**src/rtl/rsa_pkg.sv**
```systemverilog
// Shared definitions for the RSA operand bit-length scanner.
//   scan_state_e : FSM encoding for the scanner (IDLE -> SCAN -> DONE).
//   clog2()      : ceiling log2, usable in parameter/localparam expressions.
package rsa_pkg;

  typedef enum logic [1:0] {
    S_IDLE = 2'd0,
    S_SCAN = 2'd1,
    S_DONE = 2'd2
  } scan_state_e;

  function automatic int unsigned clog2(input int unsigned v);
    int unsigned r;
    r = 0;
    while ((64'd1 << r) < 64'(v)) begin
      r = r + 1;
    end
    return r;
  endfunction

endpackage

```
**src/rtl/rsa_word_bitlen.sv**
```systemverilog
// Combinational used-bit length of one WORD_W slice.
//   iW   : slice to measure
//   oLen : index of highest set bit + 1 (0 for an all-zero slice)
// Each prefix bit pre[i] is the OR of iW[WORD_W-1:i]; the bit length is then
// simply the number of ones in that prefix vector.
module rsa_word_bitlen
  import rsa_pkg::*;
#(
  parameter int unsigned WORD_W = 32,
  localparam int unsigned LW    = clog2(WORD_W + 1)
) (
  input  logic [WORD_W-1:0] iW,
  output logic [LW-1:0]     oLen
);

  logic [WORD_W-1:0] pre;

  always_comb begin
    for (int unsigned i = 0; i < WORD_W; i++) begin
      pre[i] = |(iW >> i);
    end
  end

  always_comb begin
    oLen = '0;
    for (int unsigned i = 0; i < WORD_W; i++) begin
      oLen = oLen + LW'(pre[i]);
    end
  end

endmodule

```
**src/rtl/rsa_bitlen_scan.sv**
```systemverilog
// Iterative scanner over a wide RSA operand, one WORD_W slice per cycle.
//   iClk, iRstn : clock, synchronous active-low reset
//   iStart      : start request, taken only in IDLE
//   iMode       : 0 = used-bit length, 1 = trailing-zero count (latched)
//   iD          : operand (latched with iStart)
//   oBusy       : scan in progress
//   oDone       : one-cycle pulse when oD/oZero have been updated
//   oD          : result, held until the next completed scan
//   oZero       : operand was all-zero, held like oD
// The operand is held in a shift register that moves toward the examined end
// (MSB side in mode 0, LSB side in mode 1), so only one fixed slice is ever
// inspected and no wide word mux is needed.
module rsa_bitlen_scan
  import rsa_pkg::*;
#(
  parameter  int unsigned DATA_W = 1024,
  parameter  int unsigned WORD_W = 32,
  localparam int unsigned CNT_W  = clog2(DATA_W + 1)
) (
  input  logic              iClk,
  input  logic              iRstn,
  input  logic              iStart,
  input  logic              iMode,
  input  logic [DATA_W-1:0] iD,
  output logic              oBusy,
  output logic              oDone,
  output logic [CNT_W-1:0]  oD,
  output logic              oZero
);

  localparam int unsigned NWORDS = DATA_W / WORD_W;
  localparam int unsigned JW     = (NWORDS > 1) ? clog2(NWORDS) : 1;
  localparam int unsigned SH     = clog2(WORD_W);
  localparam int unsigned LW     = clog2(WORD_W + 1);

  scan_state_e       state_q, state_d;
  logic [DATA_W-1:0] sh_q, sh_d;
  logic [JW-1:0]     j_q, j_d;
  logic              mode_q, mode_d;
  logic [CNT_W-1:0]  d_q, d_d;
  logic              zero_q, zero_d;

  logic [WORD_W-1:0] w, w_rev, w_meas;
  logic [LW-1:0]     bl;
  logic [CNT_W-1:0]  off, res;
  logic              last;

  always_comb begin
    w = mode_q ? sh_q[WORD_W-1:0] : sh_q[DATA_W-1 -: WORD_W];
    for (int unsigned i = 0; i < WORD_W; i++) begin
      w_rev[i] = w[WORD_W-1-i];
    end
    w_meas = mode_q ? w_rev : w;
  end

  rsa_word_bitlen #(.WORD_W(WORD_W)) u_bitlen (
    .iW   (w_meas),
    .oLen (bl)
  );

  // j*WORD_W by concatenation; both terms fit in CNT_W, so no overflow.
  always_comb begin
    off  = CNT_W'({j_q, {SH{1'b0}}});
    last = mode_q ? (j_q == JW'(NWORDS - 1)) : (j_q == '0);
    if (mode_q) begin
      res = off + CNT_W'(LW'(WORD_W) - bl);
    end else begin
      res = off + CNT_W'(bl);
    end
  end

  always_ff @(posedge iClk) begin
    if (!iRstn) begin
      state_q <= S_IDLE;
      sh_q    <= '0;
      j_q     <= '0;
      mode_q  <= 1'b0;
      d_q     <= '0;
      zero_q  <= 1'b0;
    end else begin
      state_q <= state_d;
      sh_q    <= sh_d;
      j_q     <= j_d;
      mode_q  <= mode_d;
      d_q     <= d_d;
      zero_q  <= zero_d;
    end
  end

  always_comb begin
    state_d = state_q;
    sh_d    = sh_q;
    j_d     = j_q;
    mode_d  = mode_q;
    d_d     = d_q;
    zero_d  = zero_q;
    oBusy   = 1'b0;
    oDone   = 1'b0;
    case (state_q)
      S_IDLE: begin
        if (iStart) begin
          sh_d    = iD;
          mode_d  = iMode;
          j_d     = iMode ? '0 : JW'(NWORDS - 1);
          state_d = S_SCAN;
        end
      end
      S_SCAN: begin
        oBusy = 1'b1;
        if ((w != '0) || last) begin
          // An all-zero operand needs no special result path: the formula on
          // the last word yields 0 (mode 0) or DATA_W (mode 1) by itself.
          d_d     = res;
          zero_d  = (w == '0);
          state_d = S_DONE;
        end else begin
          if (mode_q) begin
            sh_d = sh_q >> WORD_W;
            j_d  = j_q + JW'(1);
          end else begin
            sh_d = sh_q << WORD_W;
            j_d  = j_q - JW'(1);
          end
        end
      end
      S_DONE: begin
        oDone   = 1'b1;
        state_d = S_IDLE;
      end
      default: state_d = S_IDLE;
    endcase
  end

  assign oD    = d_q;
  assign oZero = zero_q;

endmodule

```
**config.mk**
```make
export PLATFORM = sky130hd
export DESIGN_NAME = rsa_bitlen_scan
export DESIGN_NICKNAME = d
export VERILOG_FILES = /design/src/rtl/rsa_pkg.sv /design/src/rtl/rsa_word_bitlen.sv /design/src/rtl/rsa_bitlen_scan.sv
export SDC_FILE = /design/constraint.sdc
export NUM_CORES = 2
export LEC_CHECK = 0
export ABC_CLOCK_PERIOD_IN_PS = 24500
export BUFFER_PORTS_ARGS = -buffer_cell sky130_fd_sc_hd__buf_4
export CELL_PAD_IN_SITES_DETAIL_PLACEMENT = 0
export CELL_PAD_IN_SITES_GLOBAL_PLACEMENT = 2
export CORE_AREA = 2 2 417 419
export CTS_CLUSTER_SIZE = 14
export DETAILED_ROUTE_END_ITERATION = 16
export DIE_AREA = 0 0 419 421
export HOLD_SLACK_MARGIN = 0.06
export MAX_ROUTING_LAYER = met4
export PLACE_DENSITY_LB_ADDON = 0.1
export SYNTH_ARGS = -nofsm -noshare
export SYNTH_HDL_FRONTEND = slang
export SYNTH_HIERARCHICAL = 1
export SYNTH_SLANG_ARGS = --single-unit
```
**constraint.sdc**
```tcl
create_clock -name iClk -period 24.5 [get_ports iClk]
set_input_delay 0 -clock iClk [delete_from_list [all_inputs] [get_ports iClk]]
set_output_delay 0 -clock iClk [all_outputs]
set_load 0.1 [all_outputs]
```
==> results.md <==
- Summed area of non-filler cells in the final layout: 86200 sq um
- Initial core utilization: 0.356
- Vias in the first global route: 65787
- Die outline width: 419 um
- HPWL after detailed placement: 216000 um
- Minimum hold slack: 0.0824 ns
- Worst endpoint data arrival time: ~11 ns
- Layout filler cell count: about 16000
- DRC marker count from the first detailed-route iteration: between 7000 and 8000
- Overall power consumption: 5.69 mW
- Max-capacitance violation count: 0
- Pin count of the biggest net entering global routing: 238
- Post-Syn Area per Cell: 8.17 sq um
- Proportion of register bits with asynchronous set or reset after synthesis: 0
- Area of the die: ~180000 sq um
- Standard-cell row count: 153
- GP Congestion: 0.941
- Post-CTS setup repair buffer count: 0
- Total CTS buffers: 137
- H-Tree Depth: 4
- Standby leakage power: 29.5 nW
- Placed Cells incl. Taps: 10042
- # clock sinks: 1044
- Post-Syn Instances: 7520
- Most used DFF post-synth: dfxtp_1
- IO Port Bufs: 1041
- Synth top area share: 0.340
- Number of antenna-violating nets in the routed design: 0
- CP Class: reg2reg
- Seq cells post-synth: 1044
- Post-route clock skew: approximately 0.041 ns
- Worst endpoint required time: 25.15 ns
- Area used by sequential logic in the layout: 20900 sq um
- Post-CTS Hold Fix Bufs: 1280
- Initial antenna violation count: 95
- Max IR drop VDD: 0.0000777 V
- Syn-to-layout area delta: 40.4%
- Number of standard cells in the layout, taps in and fillers out: 11656
- Via count: slightly below 70000
- Clk slew on worst S/H paths: 0.06 ns
- Buffer depth of the longest clock path: 3
- Outcome: finished, final reports clean
- Total count of max-transition violations in the final report: 0
- Vias/cell: 5.89
- Multi-input logic area: around 36000 sq um
- I/O pin count: 1042
- Fmax: 0.0992 GHz
- Core region area: 172000 sq um
- Transition time of the tightest slew-check pin: 1.35 ns
- Kind of capture point of the worst setup path: flip-flop
- Critical path fanouts, max: 44
- Ratio of final minimum period to clock period: 0.411
- Minimum period implied by the final worst setup slack: 10.08 ns
- Unrepaired setup endpoints after global routing: false
- Final Routed Wirelength: 318000 um
- Synth Warn #: 6
- Fraction of layout instances using a drive strength above 1: 0.152
- Overall overflow remaining after global route: 0
- TritonCTS clock tree: done
- Dominant cell type by area after synthesis: dfxtp_1
- Post-synthesis instance area: 61400 sq um
- Cell at the root of the clock tree: clkbuf_16
- Clock network latency to the later pin of the worst-skew pair: 0.78 ns
- Synth cell types: 57
- Worst hold path class: in2reg
- Slew Limit Headroom: 0.102
- Global-route wire length before repair: about 460000 um
- Post-CTS resize count: 0
- Net Count, Synth: 8591
- Average wire length per cell after detail routing: ~27 um
- Leading post-synthesis cells by cell area: dfxtp_1 (34%), mux2i_1 (16%), o211ai_1 (12%), nand4_1 (9.8%), o21ai_1 (7.8%)
- Areal power density over the cells: 66.0 nW/um^2
- Post-Route Setup TNS: 0 ns
- Proportion of synthesized chip area in sequential cells: 0.340
- Kind of start point of the critical path: flip-flop
- Tot GR Track Use: 0.354
- Post-layout net count: 10207
- Remaining routing DRC violations: 0
- Final hold vios: 0
- 1st-pass router iterations: 8
- Cell area after placement: 68700 sq um
- Die extent in y: about 420 um
- Setup Viol. Count Final: 0
- Count of flip-flops with a built-in enable after synthesis: 0
-- final timing paths --
kind	from	endpoint	slack (ns)	cells past startpoint
max	mode_q	oD[10]	14.42	26
min	iD[236]	sh_q[236]	0.08	4
max reg2reg	mode_q	oD[10]	14.42	26
min reg2reg	oD[9]	oD[9]	0.46	2
-- report_power, final --
part / leakage [nW] / switching [mW] / internal [mW]
clock: 2.24 / 0.849 / 1.22
sequential: 8.59 / 0.216 / 1.85
combinational: 18.6 / 0.866 / 0.696
-- cell usage after synthesis (all sizes together), types with 17 or more instances --
master	number
buf	280
o211ai	961
nand2b	67
nor2	25
nand2	977
mux2i	963
a31oi	65
fa	26
nand3	137
nand4	967
clkbuf	654
inv	31
dfxtp	1044
nor4	21
nand3b	65
o21ai	967
mux2	32
ha	17
a21oi	145
-- state kept, by name, summed over array words and instances, names as in the netlist --
| name | cells |
|---|---|
| oZero | 1 |
| oD | 11 |
| j_q | 5 |
| mode_q | 1 |
| sh_q | 1024 |
| state_q | 2 |
-- cell families after synthesis --
logic type / Yosys count / share of synthesized area
multiplexers: 995 / 0.163
AO/OA/AOI/OAI: 2162 / 0.218
XOR/XNOR: 13 / 0.00185
adder cells (fa/ha/maj): 43 / 0.0119
flip-flops: 1044 / 0.340
AND/OR/NAND/NOR: 2297 / 0.192
buffers and inverters: 966 / 0.0732
-- stage by stage --
stage                     setup slack (ns)   util
after floorplan                      14.95      -
after global placement               14.26  0.398
after detailed placement             14.35  0.398
after CTS                            14.33  0.499
after global routing                 13.68  0.500
final                                14.42  0.500
-- layout make-up --
class / instances / share of cell area
Multi-Input combinational cell: 5510 / 0.418
Timing Repair Buffer: 2411 / 0.249
Sequential cell: 1044 / 0.242
Clock buffer: 216 / 0.0491
Tap cell: 2325 / 0.0337
Clock inverter: 33 / 0.00347
Antenna cell: 85 / 0.00247
Inverter: 32 / 0.00148
-- per-layer routing --
metal / vias up / track usage / share of wire
met1: 33404 / 0.432 / 0.41
met4: 0 / 0.216 / 0.072
met3: 707 / 0.0439 / 0.054
li1: 31909 / - / -
met2: 2598 / 0.555 / 0.47
met5: - / - / 0
-- layout by cell type (no fill, tap or decap), types with 17 or more instances in the layout --
cell           Yosys  layout
nand2_1          977     975
dlygate4sd3_1      0    1280
o21ai_1          958     958
dfxtp_1         1044    1041
nor4_1            21      21
ha_1              17      17
inv_1             29      29
nand3b_1          65      65
clkbuf_8           0      38
diode_2            0      85
nand3_1          137     136
mux2i_1          963     963
a31oi_1           65      65
nor2_1            25      25
clkbuf_16          0     143
fa_1              26      26
o211ai_1         961     961
nand2b_1          67      67
clkbuf_1         653      35
clkinv_2           0      18
mux2_2            30      30
nand4_1          967     967
buf_4              2    1119
a21oi_1          145     144
-- worst max-delay path, stage by stage, from the launching register on --
cell and delay [ns]:
dfxtp_4 0.79, mux2_2 0.47, nor4_1 0.65, nand3_1 0.45
nor4_1 1.03, nand2b_1 0.17, fa_1 0.54, fa_1 0.44
fa_1 0.47, fa_1 0.50, inv_1 0.05, fa_1 0.49
fa_1 0.42, fa_1 0.43, fa_1 0.47, o21ai_0 0.18
a21oi_1 0.10, xnor2_1 0.25, nor3_1 0.11, a21oi_1 0.58
ha_1 0.36, a21o_1 0.16, a21oi_1 0.22, o21bai_1 0.10
a21oi_1 0.18, xnor2_1 0.08, a31o_2 0.26
No activity file was read; power rests on OpenSTA's default activity.
